--- config.mk ---
export PLATFORM = sky130hd
export DESIGN_NAME = rgb_cmd_ctrl
export DESIGN_NICKNAME = d
export VERILOG_FILES = /design/src/rtl/rgb_cmd_pkg.sv /design/src/rtl/rgb_echo_buf.sv /design/src/rtl/rgb_cmd_ctrl.sv
export SDC_FILE = /design/constraint.sdc
export NUM_CORES = 1
export LEC_CHECK = 0
export ABC_CLOCK_PERIOD_IN_PS = 1930
export BUFFER_PORTS_ARGS = -buffer_cell sky130_fd_sc_hd__buf_2
export CAP_MARGIN = 25
export CORE_MARGIN = 3
export CORE_UTILIZATION = 40
export CTS_CLUSTER_DIAMETER = 60
export DETAILED_ROUTE_END_ITERATION = 6
export PLACE_DENSITY = 0.71
export SLEW_MARGIN = 20
export SYNTH_ARGS = -nofsm -noshare
export SYNTH_HDL_FRONTEND = slang
export SYNTH_SLANG_ARGS = --single-unit
--- constraint.sdc ---
create_clock -name clk -period 1.93 [get_ports clk]
set_clock_uncertainty 0.05 [all_clocks]
set_input_delay 0.193 -clock clk [delete_from_list [all_inputs] [get_ports clk]]
set_output_delay 0.193 -clock clk [all_outputs]
set_load 0.02 [all_outputs]
--- src/rtl/rgb_cmd_pkg.sv ---
// rgb_cmd_pkg
// Shared definitions for the RGB command controller: the command-parser
// state encoding, the ASCII byte values the grammar is built from, and a
// small digit classifier.
// Build option: RGB_ECHO_EN (used by rgb_cmd_ctrl) enables the UART echo path.
package rgb_cmd_pkg;

  typedef enum logic [2:0] {
    S_IDLE,
    S_R_VAL,
    S_G_TAG,
    S_G_VAL,
    S_B_TAG,
    S_B_VAL,
    S_EOL,
    S_ERR
  } state_e;

  localparam logic [7:0] ASCII_R  = 8'h52;
  localparam logic [7:0] ASCII_G  = 8'h47;
  localparam logic [7:0] ASCII_B  = 8'h42;
  localparam logic [7:0] ASCII_0  = 8'h30;
  localparam logic [7:0] ASCII_9  = 8'h39;
  localparam logic [7:0] ASCII_LF = 8'h0A;
  localparam logic [7:0] ASCII_CR = 8'h0D;

  function automatic logic is_digit(input logic [7:0] b);
    return (b >= ASCII_0) && (b <= ASCII_9);
  endfunction

endpackage

--- src/rtl/rgb_echo_buf.sv ---
// rgb_echo_buf
// One-entry byte buffer that feeds received bytes back to a UART
// transmitter. A byte is offered on out_valid/out_data and held stable
// until the out_valid && out_ready cycle.
// Ports:
//   clk, rst            clock, synchronous active-high reset
//   in_valid, in_data   byte to echo (one-cycle strobe)
//   out_ready           transmitter accepts a byte this cycle
//   out_valid, out_data byte offered to the transmitter
//   empty               buffer holds no byte
module rgb_echo_buf (
  input  logic       clk,
  input  logic       rst,
  input  logic       in_valid,
  input  logic [7:0] in_data,
  input  logic       out_ready,
  output logic       out_valid,
  output logic [7:0] out_data,
  output logic       empty
);

  logic       full_q, full_d;
  logic [7:0] data_q, data_d;
  logic       drain;

  always_comb begin
    drain  = full_q && out_ready;
    full_d = full_q;
    data_d = data_q;
    // A byte arriving while the buffer is full and not draining is dropped;
    // a byte arriving in the draining cycle replaces it with no bubble.
    if (in_valid && (!full_q || drain)) begin
      full_d = 1'b1;
      data_d = in_data;
    end else if (drain) begin
      full_d = 1'b0;
    end
  end

  always_ff @(posedge clk) begin
    if (rst) begin
      full_q <= 1'b0;
      data_q <= 8'h00;
    end else begin
      full_q <= full_d;
      data_q <= data_d;
    end
  end

  assign out_valid = full_q;
  assign out_data  = data_q;
  assign empty     = !full_q;

endmodule

--- src/rtl/rgb_cmd_ctrl.sv ---
// rgb_cmd_ctrl
// Parses "R<d>G<d>B<d>\n" commands arriving as UART bytes and drives three
// PWM duty values. Each digit is scaled by DUTY_STEP (saturating at the
// duty width). The three duties change together, only when a complete,
// well-formed command is terminated by LF. CR bytes are ignored anywhere.
// Build option: define RGB_ECHO_EN to echo every received byte back through
// a one-entry buffer (rgb_echo_buf); otherwise tx_valid/tx_data are tied 0.
// Ports:
//   clk, rst                         clock, synchronous active-high reset
//   rx_valid, rx_data                received byte strobe and value
//   tx_ready                         transmitter can accept the echo byte
//   tx_valid, tx_data                echo byte offered to the transmitter
//   duty_red/green/blue              duty values to the PWM generators
//   done                             idle with no echo byte pending
//   cmd_ok, cmd_err                  one-cycle command applied / rejected
module rgb_cmd_ctrl
  import rgb_cmd_pkg::*;
#(
  parameter int DUTY_W    = 8,
  parameter int DUTY_STEP = 28
) (
  input  logic              clk,
  input  logic              rst,
  input  logic              rx_valid,
  input  logic [7:0]        rx_data,
  input  logic              tx_ready,
  output logic              tx_valid,
  output logic [7:0]        tx_data,
  output logic [DUTY_W-1:0] duty_red,
  output logic [DUTY_W-1:0] duty_green,
  output logic [DUTY_W-1:0] duty_blue,
  output logic              done,
  output logic              cmd_ok,
  output logic              cmd_err
);

  // Product is formed wide enough that a 4-bit digit times a 32-bit step
  // never wraps before the saturation compare.
  localparam int PROD_W = (DUTY_W > 36) ? DUTY_W + 1 : 37;

  function automatic logic [DUTY_W-1:0] scale_digit(input logic [3:0] d);
    logic [PROD_W-1:0] prod;
    prod = PROD_W'(d) * PROD_W'(DUTY_STEP);
    if (prod > PROD_W'({DUTY_W{1'b1}}))
      return '1;
    else
      return prod[DUTY_W-1:0];
  endfunction

  state_e            state_q, state_d;
  logic [DUTY_W-1:0] shadow_r_q, shadow_r_d;
  logic [DUTY_W-1:0] shadow_g_q, shadow_g_d;
  logic [DUTY_W-1:0] shadow_b_q, shadow_b_d;
  logic [DUTY_W-1:0] duty_r_q, duty_r_d;
  logic [DUTY_W-1:0] duty_g_q, duty_g_d;
  logic [DUTY_W-1:0] duty_b_q, duty_b_d;
  logic              cmd_ok_q, cmd_ok_d;
  logic              cmd_err_q, cmd_err_d;

  logic              byte_is_lf;
  logic              byte_is_digit;
  logic [DUTY_W-1:0] byte_duty;

  always_comb begin
    byte_is_lf    = (rx_data == ASCII_LF);
    byte_is_digit = is_digit(rx_data);
    // '0'..'9' are 8'h30..8'h39, so the low nibble is the digit value.
    byte_duty     = scale_digit(rx_data[3:0]);

    state_d    = state_q;
    shadow_r_d = shadow_r_q;
    shadow_g_d = shadow_g_q;
    shadow_b_d = shadow_b_q;
    duty_r_d   = duty_r_q;
    duty_g_d   = duty_g_q;
    duty_b_d   = duty_b_q;
    cmd_ok_d   = 1'b0;
    cmd_err_d  = 1'b0;

    if (rx_valid && (rx_data != ASCII_CR)) begin
      case (state_q)
        S_IDLE: begin
          if (rx_data == ASCII_R) begin
            state_d = S_R_VAL;
          end else if (!byte_is_lf) begin
            state_d   = S_ERR;
            cmd_err_d = 1'b1;
          end
        end

        S_R_VAL, S_G_VAL, S_B_VAL: begin
          if (byte_is_digit) begin
            case (state_q)
              S_R_VAL: begin shadow_r_d = byte_duty; state_d = S_G_TAG; end
              S_G_VAL: begin shadow_g_d = byte_duty; state_d = S_B_TAG; end
              default: begin shadow_b_d = byte_duty; state_d = S_EOL;   end
            endcase
          end else begin
            // An early LF already ends the line, so there is nothing left
            // to discard: go straight back to idle.
            cmd_err_d = 1'b1;
            state_d   = byte_is_lf ? S_IDLE : S_ERR;
          end
        end

        S_G_TAG, S_B_TAG: begin
          if ((state_q == S_G_TAG) && (rx_data == ASCII_G)) begin
            state_d = S_G_VAL;
          end else if ((state_q == S_B_TAG) && (rx_data == ASCII_B)) begin
            state_d = S_B_VAL;
          end else begin
            cmd_err_d = 1'b1;
            state_d   = byte_is_lf ? S_IDLE : S_ERR;
          end
        end

        S_EOL: begin
          if (byte_is_lf) begin
            duty_r_d = shadow_r_q;
            duty_g_d = shadow_g_q;
            duty_b_d = shadow_b_q;
            cmd_ok_d = 1'b1;
            state_d  = S_IDLE;
          end else begin
            cmd_err_d = 1'b1;
            state_d   = S_ERR;
          end
        end

        S_ERR: begin
          if (byte_is_lf)
            state_d = S_IDLE;
        end

        default: state_d = S_IDLE;
      endcase
    end
  end

  always_ff @(posedge clk) begin
    if (rst) begin
      state_q    <= S_IDLE;
      shadow_r_q <= '0;
      shadow_g_q <= '0;
      shadow_b_q <= '0;
      duty_r_q   <= '0;
      duty_g_q   <= '0;
      duty_b_q   <= '0;
      cmd_ok_q   <= 1'b0;
      cmd_err_q  <= 1'b0;
    end else begin
      state_q    <= state_d;
      shadow_r_q <= shadow_r_d;
      shadow_g_q <= shadow_g_d;
      shadow_b_q <= shadow_b_d;
      duty_r_q   <= duty_r_d;
      duty_g_q   <= duty_g_d;
      duty_b_q   <= duty_b_d;
      cmd_ok_q   <= cmd_ok_d;
      cmd_err_q  <= cmd_err_d;
    end
  end

  assign duty_red   = duty_r_q;
  assign duty_green = duty_g_q;
  assign duty_blue  = duty_b_q;
  assign cmd_ok     = cmd_ok_q;
  assign cmd_err    = cmd_err_q;

`ifdef RGB_ECHO_EN
  logic echo_empty;

  // Every byte is echoed, including CR and bytes the parser rejects.
  rgb_echo_buf u_echo_buf (
    .clk       (clk),
    .rst       (rst),
    .in_valid  (rx_valid),
    .in_data   (rx_data),
    .out_ready (tx_ready),
    .out_valid (tx_valid),
    .out_data  (tx_data),
    .empty     (echo_empty)
  );

  assign done = (state_q == S_IDLE) && echo_empty;
`else
  logic unused_tx_ready;

  assign unused_tx_ready = tx_ready;
  assign tx_valid        = 1'b0;
  assign tx_data         = 8'h00;
  assign done            = (state_q == S_IDLE);
`endif

endmodule
==> impl_metrics.env <==
export IMPL_status="finished, final reports clean"
export IMPL_power_leakage_nw=1.322
export IMPL_fill_cells=525
export IMPL_crit_slowest_cell="fa_1"
export IMPL_grt_pass1_vias=1928
export IMPL_io_pins=48
export IMPL_ys_flop_type="dfxtp_1"
export IMPL_clkLatencyLatePin_ps=300
export IMPL_start_kind="input port"
export IMPL_synth_area_leaders="dfxtp_1 (39%), mux2i_1 (8.2%), nand2_1 (7.4%), ha_1 (6.2%), a21oi_1 (5.1%)"
export IMPL_groute_usage_overall_pct=15.31
export IMPL_crit_chain="buf_8 > fa_1 > ha_2 > inv_2 > fa_2 > nor2b_4 > o21ai_4 > buf_4 > a311oi_2"
export IMPL_die_w_um=83.94
export IMPL_worstSetupPathType="in2reg"
export IMPL_grt_pass1_wl_mm=8.797
export IMPL_ir_worst_vdd_mv=0.4559
export IMPL_drv_cap=0
export IMPL_wirelength_mm=5.431
export IMPL_hold_viol=0
export IMPL_end_kind="flop"
export IMPL_hold_path_class="in2reg"
export IMPL_worst_pin_slew_ps=495.1
export IMPL_synth_edf_count=0
export IMPL_place_congestion=0.8554
export IMPL_fp_dieH_um=83.94
export IMPL_required_ps=2090
export IMPL_grt_busiest_layer="met2"
export IMPL_slowest_delay_ps=540
export IMPL_firstDrtPassIters=4
export IMPL_setup_violations_final=0
export IMPL_met3_usage_pct=3.356
export IMPL_start_util_pct=42.81
export IMPL_place_detailed_hpwl_mm=3.989
export IMPL_synthCells=286
export IMPL_dp_cells=409
export IMPL_final_max_slew_viol_count=0
export IMPL_layout_common_cells="nand2_1 (48), dfxtp_1 (47), buf_2 (36), buf_4 (36), nor2_1 (30)"
export IMPL_netlist_area_mm2=0.002430
export IMPL_gr_total_overflow=0
export IMPL_period_share_pct=97.51
export IMPL_core_mm2=0.005675
export IMPL_setup_ws_ps=48.02
export IMPL_drt_wirelength_per_cell_um=12.96
export IMPL_rsz0062_at_grt="yes"
export IMPL_antenna_found_initial=0
export IMPL_preCtsSetupSlack_ps=-272.8
export IMPL_synth_seq_cells=47
export IMPL_grt_max_degree=23
export IMPL_rows=27
export IMPL_htree_levels=2
export IMPL_drtAntennaViolNets=0
export IMPL_post_dp_cell_area_mm2=0.002843
export IMPL_die_area_mm2=0.007046
export IMPL_drtIter0Drc=127
export IMPL_min_path_cells=2
export IMPL_yosysTopAreaCell="dfxtp_1"
export IMPL_num_antenna_cells=0
export IMPL_arrival_ps=2050
export IMPL_clockBufferDepth=2
export IMPL_r2r_end="shadow_r_q[5]"
export IMPL_yosys_cell_types_count=48
export IMPL_async_flop_share_pct=0
export IMPL_clock_sinks=47
export IMPL_final_nets=375
export IMPL_gr_usage_met1_pct=20.22
export IMPL_final_common_cell="nand2_1"
export IMPL_yosysSeqAreaShare_pct=38.72
export IMPL_clk_pin_slew_worst_paths_ps=80
export IMPL_drc_errors=0
export IMPL_finalCriticalPeriod_ps=1882
export IMPL_regToRegSetupSlack_ps=280
export IMPL_cts_tree="yes"
export IMPL_area_growth_syn_to_layout_pct=23.84
export IMPL_fmax_ghz=0.5314
export IMPL_viasPerCell=4.974
export IMPL_cp_max_fo=7
export IMPL_relSlewSlack_pct=66.74
export IMPL_num_vias=2084
export IMPL_min_from="rst"
export IMPL_grt_use_met2_pct=25.09
export IMPL_cts_buffers_inserted=5
export IMPL_synth_top_cell_area_share_pct=38.72
export IMPL_numPortBuffers=37
export IMPL_drive_gt1_share_pct=27.09
export IMPL_ctsHoldBuffers=0
export IMPL_pwr_density_cell_mw_per_mm2=622.7
export IMPL_reg2regPathDepth=6
export IMPL_yosysWarningCount=0
export IMPL_design_area_mm2=0.003009
export IMPL_r2r_start="state_q[2]"
export IMPL_layoutNonFillerInstCount=419
export IMPL_whs_endpoint="shadow_b_q[5]"
export IMPL_synth_area_per_cell_um2=8.496
export IMPL_root_buffer="clkbuf_8"
==> routing by layer <==
metal | part of all wire [%] | vias to the layer above
met4 | 1.1 | 0
met3 | 4.6 | 6
met5 | 0 | -
li1 | - | 1071
met2 | 48 | 42
met1 | 47 | 965
==> report_power, final <==
part,switching (mW),internal (mW),total [mW]
Sequential,0.00579,0.976,0.982
Clock,0.304,0.281,0.585
Combinational,0.177,0.130,0.306
==> what timing repair did <==
item / CTS / global route
gates resized for setup: 0 / 15
endpoints found under the setup margin: 0 / 38
setup buffers: 0 / 2
==> area by class of cell <==
class / instances / area (um2) / area share [%]
Clock buffer: 6 / 82.58 / 2.744
Clock inverter: 1 / 5.005 / 0.1663
Inverter: 11 / 41.29 / 1.372
Multi-Input combinational cell: 207 / 1361 / 45.24
Sequential cell: 47 / 940.9 / 31.27
Tap cell: 72 / 90.09 / 2.994
Timing Repair Buffer: 75 / 488.0 / 16.22
==> critical path, delay by kind of cell <==
family	cells	cell delay [ps]
buffers and inverters	3	280
AOI/OAI and AO/OA	2	300
and+or+nand+nor	1	140
adders and majority gates	3	1120
==> cell usage after synthesis, types with 2 or more instances <==
| library cell | count |
|---|---|
| dfxtp_1 | 47 |
| ha_1 | 12 |
| buf_6 | 2 |
| o21ai_0 | 8 |
| a211oi_1 | 2 |
| nand2b_1 | 2 |
| o31ai_1 | 2 |
| o211ai_1 | 2 |
| buf_4 | 12 |
| nand2_1 | 48 |
| fa_1 | 4 |
| nor4b_1 | 3 |
| mux2i_1 | 20 |
| inv_1 | 11 |
| nor2_1 | 30 |
| nor2b_1 | 2 |
| o21ai_1 | 3 |
| and3_1 | 2 |
| nand3b_1 | 4 |
| a21o_1 | 2 |
| clkbuf_1 | 8 |
| buf_2 | 7 |
| nand3_1 | 4 |
| a21oi_1 | 25 |
==> worst max-delay path by stage <==
| stage | startpoint | end | slack, ps | depth (start not counted) |
|---|---|---|---|---|
| detailed placement | rx_data[0] | shadow_r_q[5] | -270 | 10 |
| floorplan | rx_data[4] | duty_red[1] | 6 | 8 |
| finish | rx_data[1] | shadow_g_q[1] | 50 | 9 |
| global placement | rx_data[0] | shadow_g_q[2] | -210 | 10 |
| global route | rx_data[1] | shadow_b_q[3] | -40 | 10 |
| CTS | rx_data[0] | shadow_r_q[5] | 50 | 10 |
==> per-stage QoR <==
step	power (mW)	util (%)	hold WS, ps	setup TNS, ps
floorplan	1.191	-	316.3	0
global placement	1.286	50.09	392.2	-6100
detailed placement	1.294	50.09	398.2	-8133
CTS	1.869	51.63	209.2	0
global route	1.964	53.02	227.3	-52.14
finish	1.874	53.02	219.8	0
==> state kept, by name, summed over array words and instances, names as in the netlist, 3 cells and up <==
| signal | count |
|---|---|
| duty_blue | 7 |
| duty_green | 7 |
| duty_red | 7 |
| shadow_b_q | 7 |
| shadow_g_q | 7 |
| shadow_r_q | 7 |
| state_q | 3 |
==> kinds of logic after synthesis <==
logic type / synth area share, %
AOI/OAI and AO/OA: 12.87
xor gates and xnor gates: 0.3605
adders and majority gates: 9.475
buffers and inverters: 9.011
DFF: 38.72
muxes: 8.239
other: 0.1543
and+or+nand+nor: 21.16
No activity file was read; power rests on OpenSTA's default activity.
